<file path="src/rtl/mem_arbiter.sv">
// Shares one fixed-latency single-ported memory between instruction fetch (I) and data (D).
// D has priority. Each grant holds the memory inputs for MEM_LAT cycles and then pulses a done.
module mem_arbiter #(
  parameter int ADDR_W  = 16,
  parameter int DATA_W  = 16,
  parameter int MEM_LAT = 4
) (
  input  logic              clk_i,
  input  logic              rst_i,
  input  logic              hlt_i,
  input  logic              if_req_i,
  input  logic [ADDR_W-1:0] if_addr_i,
  output logic [DATA_W-1:0] if_data_o,
  output logic              if_done_o,
  output logic              if_stall_o,
  input  logic              d_req_i,
  input  logic              d_wr_i,
  input  logic [ADDR_W-1:0] d_addr_i,
  input  logic [DATA_W-1:0] d_wdata_i,
  output logic [DATA_W-1:0] d_rdata_o,
  output logic              d_done_o,
  output logic              d_stall_o,
  output logic              mem_en_o,
  output logic              mem_wr_o,
  output logic [ADDR_W-1:0] mem_addr_o,
  output logic [DATA_W-1:0] mem_wdata_o,
  input  logic [DATA_W-1:0] mem_rdata_i,
  output logic              busy_o
);

  localparam int CNT_W = $clog2(MEM_LAT + 1);
  localparam logic [CNT_W-1:0] CNT_INIT = CNT_W'(MEM_LAT - 1);

  typedef enum logic [1:0] {
    IDLE   = 2'd0,
    BUSY_I = 2'd1,
    BUSY_D = 2'd2
  } state_t;

  state_t            state_q;
  logic [CNT_W-1:0]  cnt_q;
  logic              mem_en_q;
  logic              mem_wr_q;
  logic [ADDR_W-1:0] mem_addr_q;
  logic [DATA_W-1:0] mem_wdata_q;
  logic [DATA_W-1:0] if_data_q;
  logic [DATA_W-1:0] d_rdata_q;
  logic              if_done_q;
  logic              d_done_q;

  // A port whose done is high this cycle still shows its old request, so it is skipped.
  logic d_elig;
  logic i_elig;
  assign d_elig = d_req_i & ~d_done_q;
  assign i_elig = if_req_i & ~if_done_q & ~hlt_i;

  // Arbitration, transaction sequencing and all registered outputs.
  always_ff @(posedge clk_i) begin
    if (rst_i) begin
      state_q     <= IDLE;
      cnt_q       <= '0;
      mem_en_q    <= 1'b0;
      mem_wr_q    <= 1'b0;
      mem_addr_q  <= '0;
      mem_wdata_q <= '0;
      if_data_q   <= '0;
      d_rdata_q   <= '0;
      if_done_q   <= 1'b0;
      d_done_q    <= 1'b0;
    end else begin
      if_done_q <= 1'b0;
      d_done_q  <= 1'b0;
      case (state_q)
        IDLE: begin
          if (d_elig) begin
            state_q     <= BUSY_D;
            cnt_q       <= CNT_INIT;
            mem_en_q    <= 1'b1;
            mem_wr_q    <= d_wr_i;
            mem_addr_q  <= d_addr_i;
            mem_wdata_q <= d_wdata_i;
          end else if (i_elig) begin
            state_q    <= BUSY_I;
            cnt_q      <= CNT_INIT;
            mem_en_q   <= 1'b1;
            mem_wr_q   <= 1'b0;
            mem_addr_q <= if_addr_i;
          end else begin
            state_q  <= IDLE;
            mem_en_q <= 1'b0;
            mem_wr_q <= 1'b0;
          end
        end
        BUSY_I: begin
          if (cnt_q == '0) begin
            state_q   <= IDLE;
            mem_en_q  <= 1'b0;
            mem_wr_q  <= 1'b0;
            if_done_q <= 1'b1;
            if_data_q <= mem_rdata_i;
          end else begin
            cnt_q <= cnt_q - CNT_W'(1);
          end
        end
        BUSY_D: begin
          if (cnt_q == '0) begin
            state_q  <= IDLE;
            mem_en_q <= 1'b0;
            mem_wr_q <= 1'b0;
            d_done_q <= 1'b1;
            // A write completion leaves the last read data visible.
            if (!mem_wr_q) begin
              d_rdata_q <= mem_rdata_i;
            end else begin
              d_rdata_q <= d_rdata_q;
            end
          end else begin
            cnt_q <= cnt_q - CNT_W'(1);
          end
        end
        default: begin
          state_q  <= IDLE;
          cnt_q    <= '0;
          mem_en_q <= 1'b0;
          mem_wr_q <= 1'b0;
        end
      endcase
    end
  end

  assign if_data_o   = if_data_q;
  assign if_done_o   = if_done_q;
  assign d_rdata_o   = d_rdata_q;
  assign d_done_o    = d_done_q;
  assign mem_en_o    = mem_en_q;
  assign mem_wr_o    = mem_wr_q;
  assign mem_addr_o  = mem_addr_q;
  assign mem_wdata_o = mem_wdata_q;
  assign busy_o      = (state_q != IDLE);
  assign if_stall_o  = if_req_i & ~if_done_q;
  assign d_stall_o   = d_req_i & ~d_done_q;

endmodule
</file>
<file path="config.mk">
export PLATFORM = sky130hd
export DESIGN_NAME = mem_arbiter
export DESIGN_NICKNAME = d
export VERILOG_FILES = /design/src/rtl/mem_arbiter.sv
export SDC_FILE = /design/constraint.sdc
export NUM_CORES = 1
export LEC_CHECK = 0
export BUFFER_PORTS_ARGS = -buffer_cell sky130_fd_sc_hd__buf_2
export CORE_ASPECT_RATIO = 1.25
export CORE_UTILIZATION = 30
export CTS_BUF_LIST = sky130_fd_sc_hd__clkbuf_8
export DETAILED_ROUTE_END_ITERATION = 8
export PLACE_DENSITY_LB_ADDON = 0.2
export SETUP_SLACK_MARGIN = 0.4
export SLEW_MARGIN = 30
export SYNTH_ARGS = -nofsm -noshare
export SYNTH_HDL_FRONTEND = slang
export SYNTH_SLANG_ARGS = --single-unit
</file>
<file path="constraint.sdc">
create_clock -name clk_i -period 1.6 [get_ports clk_i]
set_clock_uncertainty 0.2 [all_clocks]
set_input_delay 0.24 -clock clk_i [delete_from_list [all_inputs] [get_ports clk_i]]
set_output_delay 0.24 -clock clk_i [all_outputs]
set_load 0.01 [all_outputs]
</file>
=== Word level (Yosys, flattened, before mapping) ===
Index checks and enable logic that the tools add are counted.

* Mux-type cells: 17
* Equality and inequality tests: 5
* Bitwise operators: 9
* Add/subtract/negate cells: 1
* Reduce and logical (&&, ||, !) cells: 12

{| class="wikitable"
|+ Operator list
! operator !! count
|-
| 16-bit two-way mux || 2
|-
| 3-bit two-way mux || 3
|-
| 2-bit AND reduction || 4
|-
| 1-bit two-way mux || 6
|-
| 1-bit NOT || 6
|-
| 3-bit one-hot mux with 2 select lines || 1
|-
| 2-bit OR reduction || 3
|-
| 2-bit two-way mux || 2
|-
| 1-bit one-hot mux with 2 select lines || 2
|-
| 2-bit one-hot mux with 2 select lines || 1
|-
| 2-bit nonzero test || 2
|-
| 1-bit bitwise AND || 3
|-
| 3-bit logical NOT || 1
|-
| 3-bit inequality test, second input constant || 1
|-
| 3-bit AND reduction || 1
|-
| 3-bit by 1-bit subtractor with 3-bit output, second input constant || 1
|-
| 2-bit by 1-bit == test with 1-bit output, second input constant || 1
|-
| 2-bit == test, second input constant || 1
|-
| 2-bit logical NOT || 1
|-
| 2-bit by 1-bit inequality test with 1-bit output, second input constant || 1
|-
| 2-bit inequality test, second input constant || 1
|}

* Bits in registers: 73
* Output and inout bits: 71
* Bits of input ports: 70

=== Longest topological paths before layout ===
Gate-level depths: netlist (run 1).

* Depth after elaboration: 6
* Gate-level depth with buffers: 8
* Gate-level depth less buffers: 5

=== Worst setup path after synthesis (run 1) ===
OpenSTA, ideal clock, no wires.

* Kind: register -> register
* Start: reg state_q[0]
* End: reg mem_addr_q[14] (netlist: mem_addr_o[14])
* Setup time: 0.133 ns
* Buffers on the path: 3
* Setup slack: -0.179 ns
* Cell stages (with the launch flop): 9
* Arrival time: 1.445 ns
* Data required time: 1.267 ns
* Path through: dfxtp_1 -> inv_1 -> ha_1 -> buf_4 -> and4bb_1 -> buf_4 -> buf_6 -> nor3_1 -> a311oi_2

* Longest elaborated chain between the ends: 2

{| class="wikitable"
|+ Ends and longest elaborated chain
! item !! RTL line !! source
|-
| start, declared || 40 || <nowiki>state_t state_q;</nowiki>
|-
| start signal, assigned || 60 || <nowiki>state_q <= IDLE;</nowiki>
|-
| start signal, assigned || 76 || <nowiki>state_q <= BUSY_D;</nowiki>
|-
| start signal, assigned || 83 || <nowiki>state_q <= BUSY_I;</nowiki>
|-
| 2-bit logical NOT || 73 || <nowiki>case (state_q)</nowiki>
|-
| 2-bit AND reduction (no source line) || - ||
|-
| end signal, assigned || 80 || <nowiki>mem_addr_q <= d_addr_i;</nowiki>
|-
| end signal, assigned || 87 || <nowiki>mem_addr_q <= if_addr_i;</nowiki>
|-
| end, declared || 44 || <nowiki>logic [ADDR_W-1:0] mem_addr_q;</nowiki>
|}

No other way between the ends.
A chain may end at the register's enable or synchronous reset.

=== Worst setup path in the final report (run 1) ===
* Start: reg state_q[0]
* End: reg mem_addr_q[15] (netlist: mem_addr_o[15])

Same word-level chain as after synthesis.

==> impl_metrics.sql, run 1 <==
INSERT INTO impl_metrics (metric_group, metric, value, unit) VALUES
('detailed_routing', 'wl_met2', '6.418', 'mm'),
('floorplan', 'die-height', '113.7', 'um'),
('synth', 'synthesis.yosys.warnings', '0', ''),
('clock_tree', 'clock-root-buffer', 'sky130_fd_sc_hd__clkbuf_8', ''),
('synth', 'synth_nets', '442', ''),
('timing', 'timing.max_slew.rel_slack', '77.73', '%'),
('synth', 'avgSynthCellArea', '8.181', 'um^2'),
('detailed_routing', 'ant_nets', '0', ''),
('setup_path', 'number_of_cells_on_the_critical_path', '6', ''),
('clock_tree', 'clk-insertion-delay-late', '0.35', 'ns'),
('setup_path', 'cp.arrival', '1.67', 'ns'),
('timing', 'setup_viol_count_final', '5', ''),
('floorplan', 'rows', '40', ''),
('setup_path', 'setup.worst_path.end_class', 'flip-flop', ''),
('place', 'gp_routability_congestion', '0.7272', ''),
('final_layout', 'layout.core_utilization', '67.63', '%'),
('pwr', 'power.share.combinational', '35.4', '%'),
('timing', 'fin_ws', '-0.02381', 'ns'),
('setup_path', 'timing_worst_setup_path_type', 'flip-flop to flip-flop', ''),
('clock_tree', 'cts-htree-levels', '3', ''),
('detailed_routing', 'vias', '3677', ''),
('synth', 'synth_area_leaders', 'sky130_fd_sc_hd__dfxtp_1 (49%), sky130_fd_sc_hd__nand2_1 (16%), sky130_fd_sc_hd__a21oi_1 (8.7%)', ''),
('detailed_routing', 'avgRoutedWirePerCell', '15.55', 'um'),
('detailed_routing', 'wl_met3', '665', 'um'),
('final_layout', 'finish.instance_area', '6533', 'um^2'),
('pwr', 'vdd_ir_drop_max', '0.0003933', 'V'),
('synth', 'synth_seq_cells', '73', ''),
('pwr', 'switchingPower', '1638', 'uW'),
('timing', 'totalNegativeSetupSlack', '-0.05362', 'ns'),
('detailed_routing', 'top_layer_used', 'met4', ''),
('clock_tree', 'cts.sinks', '73', ''),
('timing', 'period_share', '101.5', '%'),
('synth', 'netlist-cell-type-count', '36', ''),
('synth', 'ys_seq_area_share', '48.81', '%'),
('setup_path', 'cp_max_fo', '5', ''),
('detailed_routing', 'post_route_wl', '11.90', 'mm'),
('setup_path', 'worstRegToRegCells', '6', ''),
('detailed_routing', 'route.detailed.vias_per_inst', '4.807', ''),
('floorplan', 'core_area', '9659', 'um^2'),
('run_status', 'failed_checks', 'setup timing', ''),
('pwr', 'internal-power', '3637', 'uW'),
('run_status', 'outcome', 'finished, violations left', ''),
('final_layout', 'antenna-diode-count', '0', ''),
('detailed_routing', 'drc', '0', ''),
('floorplan', 'initial_utilization', '31.00', '%'),
('final_layout', 'final_layout_size_suffix_gt1_share', '67.61', '%'),
('setup_path', 'timing.critical_path.cells', 'inv_2 > ha_4 > and4bb_4 > clkbuf_16 > nor3_2 > a311oi_1', ''),
('place', 'estimated_wirelength_of_the_detail_placed_design', '5.954', 'mm'),
('synth', 'synth.top_cell.area_share', '48.81', '%'),
('place', 'detailed_place.area', '4019', 'um^2'),
('synth', 'postSynthCellCount', '366', ''),
('setup_path', 'cp.required', '1.64', 'ns'),
('job', 'max-cap-violations', '0', ''),
('pwr', 'power_frac_seq', '39.8', '%'),
('setup_path', 'worst_path_dominant_cell_family', 'simple AND/OR/NAND/NOR gates', ''),
('floorplan', 'die_outline_area', '10390', 'um^2'),
('pwr', 'clock_power_share', '24.8', '%'),
('timing', 'slew_violations', '0', ''),
('synth', 'synth_area', '2994', 'um^2'),
('timing', 'worst_pin_slew', '0.3340', 'ns'),
('detailed_routing', 'first_iter_violations', '126', ''),
('clock_tree', 'cts_tree', 'done', ''),
('floorplan', 'die_width', '91.36', 'um'),
('min_path', 'hold_path_depth', '2', ''),
('min_path', 'worst_hold_path_type', 'input pin to flip-flop', ''),
('setup_path', 'critical-path-slowest-cell', 'sky130_fd_sc_hd__dfxtp_2', ''),
('place', 'port-buffer-count', '140', ''),
('final_layout', 'finalNetCount', '710', ''),
('pwr', 'netSwitchingFraction', '31.06', '%'),
('floorplan', 'boundaryPins', '141', ''),
('timing', 'final_hold_viol_count', '0', '');
-- synth_stat cells, drive strengths merged --
master / number
a21oi: 53
a311oi: 16
a31oi: 1
and2b: 1
and3b: 2
and4bb: 2
buf: 16
clkbuf: 12
dfxtp: 73
ha: 6
inv: 7
mux2i: 2
nand2: 128
nand2b: 5
nand3: 4
nand3b: 2
nand4bb: 1
nor2: 2
nor2b: 3
nor3: 16
nor3b: 3
nor4b: 1
o2111ai: 1
o211ai: 1
o21ai: 3
o22ai: 2
o311ai: 1
o32ai: 1
or3b: 1
-- path summary, 6_finish.rpt --
| path | from | end | slack [ns] |
|---|---|---|---|
| worst max register to register | state_q[0] | mem_addr_o[15] | -0.02 |
| worst min register to register | if_data_o[2] | if_data_o[2] | 0.26 |
| worst min-delay path | rst_i | cnt_q[2] | 0.03 |
| worst max-delay path | state_q[0] | mem_addr_o[15] | -0.02 |
-- layer usage --
| layer | vias to the layer above | global-route usage [%] |
|---|---|---|
| li1 | 1782 | - |
| met1 | 1756 | 22.67 |
| met2 | 122 | 37.83 |
| met3 | 17 | 6.267 |
| met4 | 0 | 6.455 |
| met5 | - | 0 |
-- kinds of logic after synthesis --
family                     count (synthesis)  share of synthesized area, %
AOI/OAI and AO/OA                         79                         16.38
adders and majority gates                  6                         2.507
buffers and inverters                     35                         6.309
DFF                                       73                         48.81
muxes                                      2                        0.6686
and+or+nand+nor                          171                         25.32
-- power groups by stage --
stage | Combinational, uW | Clock [uW] | Sequential (uW)
after detailed placement | 1030 | 0 | 2080
after global placement | 1020 | 0 | 2080
after global routing | 1990 | 1440 | 2110
after floorplan | 587 | 0 | 2140
final | 1870 | 1310 | 2100
after CTS | 1510 | 1340 | 2090
-- registers in the layout, indices dropped and copies added (netlist names) --
name	flops
cnt_q	3
mem_addr_o	16
if_done_o	1
mem_wr_o	1
mem_en_o	1
d_done_o	1
d_rdata_o	16
state_q	2
if_data_o	16
mem_wdata_o	16
-- what timing repair did --
| action | in CTS | in global routing |
|---|---|---|
| gates resized for setup | 198 | 100 |
| setup buffers | 22 | 32 |
| hold buffers | 66 | 0 |
| pin swaps | 14 | 63 |
| setup endpoints to repair | 143 | 144 |
| cloned | 2 | 5 |
| hold endpoints to repair | 65 | 0 |
-- stage by stage --
step	hold WS, ns	cells	total power, uW	setup WS (ns)
after floorplan	0.1760	366	2724	0.01164
after global placement	0.2379	622	3103	-0.06200
after detailed placement	0.2435	622	3115	-0.09442
after CTS	0.03418	728	4950	-0.003581
after global routing	0.01203	765	5546	-0.07065
final	0.02603	765	5275	-0.02381
-- area by class of cell --
cell class,count,area (um^2)
clock inverter,6,33.78
clock buffer,10,137.6
sequential,73,1565
inverter,7,33.78
multi-input combinational,260,1987
tap,126,157.7
fill,689,3127
timing repair buffer,283,2618
-- cell usage in the layout (no fill, tap or decap), drive strengths merged, types with 2 or more instances in the layout --
master	instances
nor3	16
nor2b	3
clkinv	6
nand3b	2
a21oi	53
o22ai	2
nand2b	5
o21ai	3
ha	6
and3b	3
dfxtp	73
clkbuf	15
a311oi	16
nand3	4
nor3b	3
dlygate4sd3	66
buf	212
nor2	2
mux2i	2
and4bb	3
nand2	128
inv	7
(Power assumes the default switching activity.)
==> inputs of run 2 (changes only) <==
--- a/config.mk
+++ b/config.mk
@@ -5,8 +5,8 @@
 export SDC_FILE = /design/constraint.sdc
 export NUM_CORES = 1
 export LEC_CHECK = 0
+export ABC_AREA = 1
 export BUFFER_PORTS_ARGS = -buffer_cell sky130_fd_sc_hd__buf_2
-export CORE_ASPECT_RATIO = 1.25
 export CORE_UTILIZATION = 30
 export CTS_BUF_LIST = sky130_fd_sc_hd__clkbuf_8
 export DETAILED_ROUTE_END_ITERATION = 8
==> impl_metrics.sql, run 2 <==
INSERT INTO impl_metrics (metric_group, metric, value, unit) VALUES
('final_layout', 'final_layout_size_suffix_gt1_share', '65.50', '%'),
('detailed_routing', 'vias', '3690', ''),
('setup_path', 'number_of_cells_on_the_critical_path', '8', ''),
('timing', 'final_hold_viol_count', '0', ''),
('final_layout', 'finalNetCount', '727', ''),
('detailed_routing', 'ant_nets', '0', ''),
('global_routing', 'grt_overflow', '0', ''),
('floorplan', 'die_outline_area', '10320', 'um^2'),
('place', 'placed_cells', '662', ''),
('synth', 'synthesized_area_fraction_occupied_by_ao_oa_aoi_and_oai_cells', '12.45', '%'),
('global_routing', 'grt_use_total', '20.95', '%'),
('setup_path', 'worst-path-buf-inv', '4', ''),
('timing', 'post-route-min-period', '1.643', 'ns'),
('setup_path', 'worstRegToRegCells', '8', ''),
('clock_tree', 'cts-htree-levels', '3', ''),
('final_layout', 'multi_input_area', '1923', 'um^2'),
('place', 'port-buffer-count', '140', ''),
('job', 'max-cap-violations', '0', ''),
('final_layout', 'syn_to_final_growth', '111.0', '%'),
('synth', 'yosys-top-cells-count', 'sky130_fd_sc_hd__nor2_1 (102), sky130_fd_sc_hd__nand2_1 (77), sky130_fd_sc_hd__dfxtp_1 (73)', ''),
('timing', 'fin_ws', '-0.04349', 'ns'),
('detailed_routing', 'avgRoutedWirePerCell', '15.41', 'um'),
('synth', 'synth_xor_area_share', '0', '%'),
('timing', 'rsz0062_at_grt', 'yes', ''),
('synth', 'synth.mux.area_fraction', '0', '%'),
('timing', 'slew_violations', '0', ''),
('setup_path', 'timing_worst_setup_path_type', 'flip-flop to flip-flop', ''),
('global_routing', 'grt_first_pass_wirelength', '16.69', 'mm'),
('detailed_routing', 'drtPass1Iterations', '4', ''),
('synth', 'ys_seq_area_share', '49.12', '%'),
('timing', 'timing.max_slew.rel_slack', '72.01', '%'),
('detailed_routing', 'post_route_wl', '12.08', 'mm'),
('clock_tree', 'tritoncts.num_buffers', '9', ''),
('pwr', 'fin_total_pwr', '9162', 'uW'),
('floorplan', 'die-height', '101.6', 'um'),
('place', 'estimated_wirelength_of_the_detail_placed_design', '6.262', 'mm'),
('synth', 'avgSynthCellArea', '7.365', 'um^2'),
('detailed_routing', 'route.detailed.vias_per_inst', '4.707', ''),
('clock_tree', 'clock-root-buffer', 'sky130_fd_sc_hd__clkbuf_8', ''),
('setup_path', 'worst_path_most_repeated_cell', 'sky130_fd_sc_hd__buf_6', ''),
('floorplan', 'core_area', '9415', 'um^2'),
('floorplan', 'boundaryPins', '141', ''),
('detailed_routing', 'drc', '0', ''),
('final_layout', 'mostFrequentLayoutCell', 'sky130_fd_sc_hd__buf_6', ''),
('final_layout', 'most-common-layout-cells', 'sky130_fd_sc_hd__buf_6 (91), sky130_fd_sc_hd__nor2_1 (88), sky130_fd_sc_hd__buf_2 (69)', ''),
('final_layout', 'seq_area', '1564', 'um^2'),
('synth', 'netlist-cell-type-count', '23', ''),
('clock_tree', 'clkTransAtPathRegs', '0.09', 'ns'),
('global_routing', 'grt_pass1_vias', '3570', ''),
('clock_tree', 'cts_tree', 'done', ''),
('pwr', 'leakagePower', '0.002810', 'uW'),
('pwr', 'vdd_ir_drop_max', '0.0005924', 'V'),
('synth', 'postSynthCellCount', '404', ''),
('setup_path', 'timing.critical_path.slowest_cell_delay', '0.37', 'ns'),
('setup_path', 'critical-path-slowest-cell', 'sky130_fd_sc_hd__dfxtp_4', ''),
('min_path', 'hold_path_depth', '5', ''),
('synth', 'synth_seq_cells', '73', ''),
('global_routing', 'grt_start_max_net_pins', '28', ''),
('run_status', 'failed_checks', 'setup timing', ''),
('timing', 'setup_viol_count_final', '1', ''),
('synth', 'synth-simple-area-share', '29.06', '%'),
('synth', 'synth-edff-count', '0', ''),
('min_path', 'worst_hold_path_type', 'input pin to flip-flop', ''),
('pwr', 'power.density', '1459', 'nW/um^2'),
('setup_path', 'cp-start-kind', 'flip-flop', ''),
('clock_tree', 'cts-root-to-sink-buffers', '2', ''),
('synth', 'yosysTopAreaCell', 'sky130_fd_sc_hd__dfxtp_1', ''),
('synth', 'synthesis.yosys.warnings', '0', ''),
('setup_path', 'timing.critical_path.cells', 'buf_6 > ha_4 > inv_2 > nor3_4 > buf_4 > buf_6 > o21ai_0 > nor2_1', ''),
('final_layout', 'filler_cell_count', '738', ''),
('floorplan', 'die_width', '101.6', 'um'),
('synth', 'synthMostInstantiatedCell', 'sky130_fd_sc_hd__nor2_1', ''),
('floorplan', 'rows', '35', ''),
('synth', 'main_combinational_cell_family_by_area_after_synthesis', 'simple AND/OR/NAND/NOR gates', ''),
('run_status', 'outcome', 'finished, violations left', ''),
('synth', 'synthAdderAreaFrac', '2.523', '%'),
('setup_path', 'cp.arrival', '1.71', 'ns'),
('synth', 'synth_area', '2975', 'um^2'),
('clock_tree', 'clk-insertion-delay-late', '0.34', 'ns'),
('detailed_routing', 'first_iter_violations', '130', ''),
('timing', 'max_freq', '608.5', 'MHz'),
('final_layout', 'number_of_cells_in_the_finished_layout_apart_from_fillers', '784', ''),
('synth', 'synth.top_cell.area_share', '49.12', '%'),
('synth', 'synth_area_leaders', 'sky130_fd_sc_hd__dfxtp_1 (49%), sky130_fd_sc_hd__nor2_1 (13%), sky130_fd_sc_hd__nand2_1 (9.7%)', ''),
('timing', 'worst_pin_slew', '0.4198', 'ns'),
('setup_path', 'worst_path_dominant_cell_family', 'buffers and inverters', ''),
('final_layout', 'antenna-diode-count', '0', ''),
('place', 'gp_routability_congestion', '0.7696', ''),
('setup_path', 'cp_max_fo', '8', ''),
('global_routing', 'initial_antenna_violation_count', '0', ''),
('floorplan', 'initial_utilization', '31.60', '%'),
('synth', 'async_reset_ff_share', '0', '%'),
('synth', 'synth_ff_type', 'sky130_fd_sc_hd__dfxtp_1', ''),
('setup_path', 'cp.required', '1.67', 'ns'),
('synth', 'synth_nets', '480', ''),
('clock_tree', 'cts.sinks', '73', ''),
('timing', 'period_share', '102.7', '%'),
('setup_path', 'setup.worst_path.end_class', 'flip-flop', '');
run 2: logic make-up (layout without fill, tap and decap cells):
group	after synthesis	after routing
AND/OR/NAND/NOR	210	213
AO/OA/AOI/OAI	74	74
flip-flops	73	73
buffers and inverters	41	289
adder cells (fa/ha/maj)	6	6
run 2: layout make-up:
| class | count | share of cell area [%] |
|---|---|---|
| inverters | 21 | 2.133 |
| clock buffers | 10 | 2.193 |
| well taps | 129 | 2.571 |
| multi-input cells | 293 | 30.64 |
| flip-flops and latches | 73 | 24.92 |
| clock inverters | 5 | 0.4983 |
| repair buffers | 253 | 37.05 |
run 2: worst reg2reg max path: cells and delay by family, from the launching register on:
| family | cells | cell delay (ns) |
|---|---|---|
| buffers and inverters | 4 | 0.42 |
| flip-flops | 1 | 0.37 |
| AND/OR/NAND/NOR | 2 | 0.36 |
| adder cells (fa/ha/maj) | 1 | 0.12 |
| AO/OA/AOI/OAI | 1 | 0.11 |
run 2: worst paths after layout:
| path | to | from | slack (ns) |
|---|---|---|---|
| worst max-delay path | d_rdata_o[0] | state_q[1] | -0.04 |
| worst min-delay path | mem_addr_o[15] | d_addr_i[15] | 0.01 |
| worst max register to register | d_rdata_o[0] | state_q[1] | -0.04 |
| worst min register to register | cnt_q[1] | cnt_q[1] | 0.28 |
run 2: layer usage:
metal | GRT usage (%) | vias to the layer above | wire length, um
met3 | 3.520 | 29 | 513
met1 | 24.08 | 1748 | 4815
li1 | - | 1795 | -
met4 | 10.14 | 0 | 341
met5 | 0 | - | 0
met2 | 37.53 | 118 | 6410
run 2: per-stage QoR:
step | setup WS (ns) | hold slack (ns) | TNS, ns | utilization, % | cell area (um^2)
2_1_floorplan | 0.1345 | 0.1749 | 0 | - | 3074
3_3_place_gp | 0.1095 | 0.2477 | 0 | 41.02 | 3862
3_5_place_dp | 0.08869 | 0.2535 | 0 | 41.02 | 3862
4_1_cts | 0.06827 | 0.003013 | 0 | 60.86 | 5731
5_1_grt | -0.08330 | 0.03838 | -0.2026 | 66.67 | 6277
6_report | -0.04349 | 0.01450 | -0.04349 | 66.67 | 6277
run 2: power breakdown:
group	internal [uW]	switching [uW]
Clock	595	722
Combinational	2660	2530
Sequential	2330	324
Total	5580	3580
run 2: timing repair:
action,CTS,global route
resized for setup,258,93
gates cloned,6,0
buffers inserted,42,23
hold buffers,36,0
endpoints found under the hold margin,52,0
endpoints found under the setup margin,143,143
pin swaps,35,56
==> inputs of run 3 (changes only) <==
--- a/config.mk
+++ b/config.mk
@@ -7,7 +7,9 @@
 export LEC_CHECK = 0
 export ABC_AREA = 1
 export BUFFER_PORTS_ARGS = -buffer_cell sky130_fd_sc_hd__buf_2
-export CORE_UTILIZATION = 30
+export CELL_PAD_IN_SITES_DETAIL_PLACEMENT = 1
+export CELL_PAD_IN_SITES_GLOBAL_PLACEMENT = 1
+export CORE_UTILIZATION = 29
 export CTS_BUF_LIST = sky130_fd_sc_hd__clkbuf_8
 export DETAILED_ROUTE_END_ITERATION = 8
 export PLACE_DENSITY_LB_ADDON = 0.2
==> impl_metrics.sql, run 3 (synthesis results as in run 2) <==
INSERT INTO impl_metrics (metric_group, metric, value, unit) VALUES
('timing', 'setup_viol_count_final', '32', ''),
('clock_tree', 'clock-root-buffer', 'sky130_fd_sc_hd__clkbuf_8', ''),
('job', 'max-cap-violations', '0', ''),
('timing', 'fin_ws', '-0.1874', 'ns'),
('detailed_routing', 'route.detailed.vias_per_inst', '5.036', ''),
('detailed_routing', 'vias', '4014', ''),
('setup_path', 'cp.arrival', '1.85', 'ns'),
('pwr', 'leakagePower', '0.002856', 'uW'),
('final_layout', 'finalNetCount', '734', ''),
('global_routing', 'grt_pass1_vias', '3875', ''),
('place', 'estimated_wirelength_of_the_detail_placed_design', '6.799', 'mm'),
('pwr', 'clock_power_share', '14.5', '%'),
('global_routing', 'grt_start_max_net_pins', '54', ''),
('timing', 'totalNegativeSetupSlack', '-1.938', 'ns'),
('detailed_routing', 'avgRoutedWirePerCell', '22.95', 'um'),
('timing', 'final_hold_viol_count', '0', ''),
('pwr', 'fin_total_pwr', '10330', 'uW'),
('final_layout', 'final_layout_size_suffix_gt1_share', '66.82', '%'),
('setup_path', 'cp.required', '1.67', 'ns'),
('floorplan', 'core_area', '9864', 'um^2'),
('run_status', 'outcome', 'finished, violations left', ''),
('global_routing', 'grt_first_pass_wirelength', '20.54', 'mm'),
('pwr', 'netSwitchingFraction', '41.66', '%'),
('setup_path', 'cp_max_fo', '8', ''),
('floorplan', 'die_width', '103.3', 'um'),
('floorplan', 'die_outline_area', '10670', 'um^2'),
('detailed_routing', 'drtPass1Iterations', '4', ''),
('detailed_routing', 'post_route_wl', '18.29', 'mm'),
('global_routing', 'initial_antenna_violation_count', '0', ''),
('final_layout', 'most-common-layout-cells', 'sky130_fd_sc_hd__buf_6 (86), sky130_fd_sc_hd__nor2_1 (73), sky130_fd_sc_hd__buf_2 (70)', ''),
('floorplan', 'initial_utilization', '30.16', '%'),
('timing', 'rsz0062_at_grt', 'yes', ''),
('clock_tree', 'clkTransAtPathRegs', '0.09', 'ns'),
('min_path', 'worst_hold_path_type', 'input pin to flip-flop', ''),
('pwr', 'switchingPower', '4301', 'uW'),
('detailed_routing', 'ant_nets', '0', ''),
('floorplan', 'rows', '36', ''),
('detailed_routing', 'first_iter_violations', '112', ''),
('final_layout', 'finish.instance_area', '6440', 'um^2'),
('floorplan', 'boundaryPins', '141', ''),
('final_layout', 'layout.core_utilization', '65.28', '%'),
('pwr', 'internal-power', '6024', 'uW'),
('clock_tree', 'tritoncts.num_buffers', '9', ''),
('detailed_routing', 'drc', '0', ''),
('timing', 'post-route-min-period', '1.787', 'ns'),
('pwr', 'power.share.combinational', '59.2', '%'),
('clock_tree', 'cts.sinks', '73', ''),
('place', 'gp_routability_congestion', '0.7336', ''),
('global_routing', 'grt_overflow', '0', ''),
('place', 'detailed_place.area', '3887', 'um^2'),
('clock_tree', 'cts-htree-levels', '3', ''),
('setup_path', 'cp-start-kind', 'flip-flop', ''),
('final_layout', 'syn_to_final_growth', '116.4', '%'),
('final_layout', 'mostFrequentLayoutCell', 'sky130_fd_sc_hd__buf_6', ''),
('clock_tree', 'cts-root-to-sink-buffers', '2', ''),
('setup_path', 'setup.reg_to_reg.worst_slack', '-0.19', 'ns'),
('floorplan', 'die-height', '103.3', 'um'),
('timing', 'period_share', '111.7', '%'),
('timing', 'max_freq', '559.5', 'MHz'),
('place', 'port-buffer-count', '140', ''),
('pwr', 'vdd_ir_drop_max', '0.0006944', 'V'),
('setup_path', 'timing_worst_setup_path_type', 'flip-flop to flip-flop', ''),
('global_routing', 'grt_use_total', '26.07', '%'),
('timing', 'slew_violations', '0', ''),
('timing', 'worst_pin_slew', '0.4107', 'ns'),
('pwr', 'power_frac_seq', '26.3', '%'),
('pwr', 'power.density', '1603', 'nW/um^2'),
('timing', 'timing.max_slew.rel_slack', '72.62', '%'),
('clock_tree', 'cts_tree', 'done', ''),
('run_status', 'failed_checks', 'setup timing', ''),
('clock_tree', 'clk-insertion-delay-late', '0.36', 'ns'),
('timing', 'hold_ws', '0.01747', 'ns'),
('setup_path', 'setup.worst_path.end_class', 'flip-flop', '');
run 3: cell count changes in the layout (fill, tap and decap cells not counted), moves of 5 or more:
cell	before	now
sky130_fd_sc_hd__dfxtp_4	5	10
sky130_fd_sc_hd__buf_6	91	86
sky130_fd_sc_hd__nor2_2	11	20
sky130_fd_sc_hd__nor2_4	4	10
sky130_fd_sc_hd__nor2_1	88	73
sky130_fd_sc_hd__o21ai_2	27	15
sky130_fd_sc_hd__o21ai_1	19	26
sky130_fd_sc_hd__buf_4	44	49
sky130_fd_sc_hd__dfxtp_2	67	62
run 3: final timing paths:
| check | start | to | cells after the start |
|---|---|---|---|
| hold reg to reg | if_data_o[9] | if_data_o[9] | 2 |
| setup reg to reg | state_q[1] | d_rdata_o[7] | 8 |
| setup / recovery | state_q[1] | d_rdata_o[7] | 8 |
| hold / removal | d_addr_i[0] | mem_addr_o[0] | 5 |
run 3: routing by layer:
metal / vias up / GRT usage (%) / share of wire (%)
met1: 1955 / 28.44 / 37
met2: 175 / 49.28 / 53
li1: 1814 / - / -
met4: 0 / 9.967 / 5.5
met5: - / 0 / 0
met3: 70 / 5.444 / 5.3
run 3: through the flow:
stage               worst slack [ns]  std cells
floorplan                     0.1345        404
global placement              0.1540        667
detailed placement           0.09445        667
CTS                          0.05130        764
global route                 -0.1883        796
finish                       -0.1874        797
run 3: cell type report:
type / count / area, um^2
Sequential cell: 73 / 1577
Fill cell: 1122 / 3425
Inverter: 21 / 138.9
Timing Repair inverter: 3 / 23.77
Timing Repair Buffer: 255 / 2357
Clock buffer: 9 / 123.9
Clock inverter: 7 / 63.81
Antenna cell: 1 / 2.502
Tap cell: 133 / 166.4
Multi-Input combinational cell: 295 / 1987
run 3: timing repair:
item                                    in CTS  in global routing
hold buffers                                33                  0
pin swaps                                   33                 42
gates cloned                                 8                  4
hold endpoints to repair                    49                  0
endpoints found under the setup margin     143                144
setup buffers                               40                 28
resized for setup                          233                132
run 3: power by group through the flow:
stage / Sequential [uW] / Combinational (uW) / Clock, uW
floorplan: 2650 / 1510 / 0
global placement: 2490 / 2480 / 0
CTS: 2620 / 4490 / 1440
finish: 2720 / 6110 / 1500
detailed placement: 2500 / 2540 / 0
global route: 2750 / 6400 / 1580
run 3: worst max-delay path: stages (launching register included):
cell and delay [ns]:
sky130_fd_sc_hd__dfxtp_4 0.38, sky130_fd_sc_hd__buf_6 0.12, sky130_fd_sc_hd__ha_4 0.14, sky130_fd_sc_hd__inv_4 0.04, sky130_fd_sc_hd__nor3_4 0.18, sky130_fd_sc_hd__buf_6 0.17
sky130_fd_sc_hd__buf_12 0.14, sky130_fd_sc_hd__o21ai_1 0.08, sky130_fd_sc_hd__nor2_1 0.22
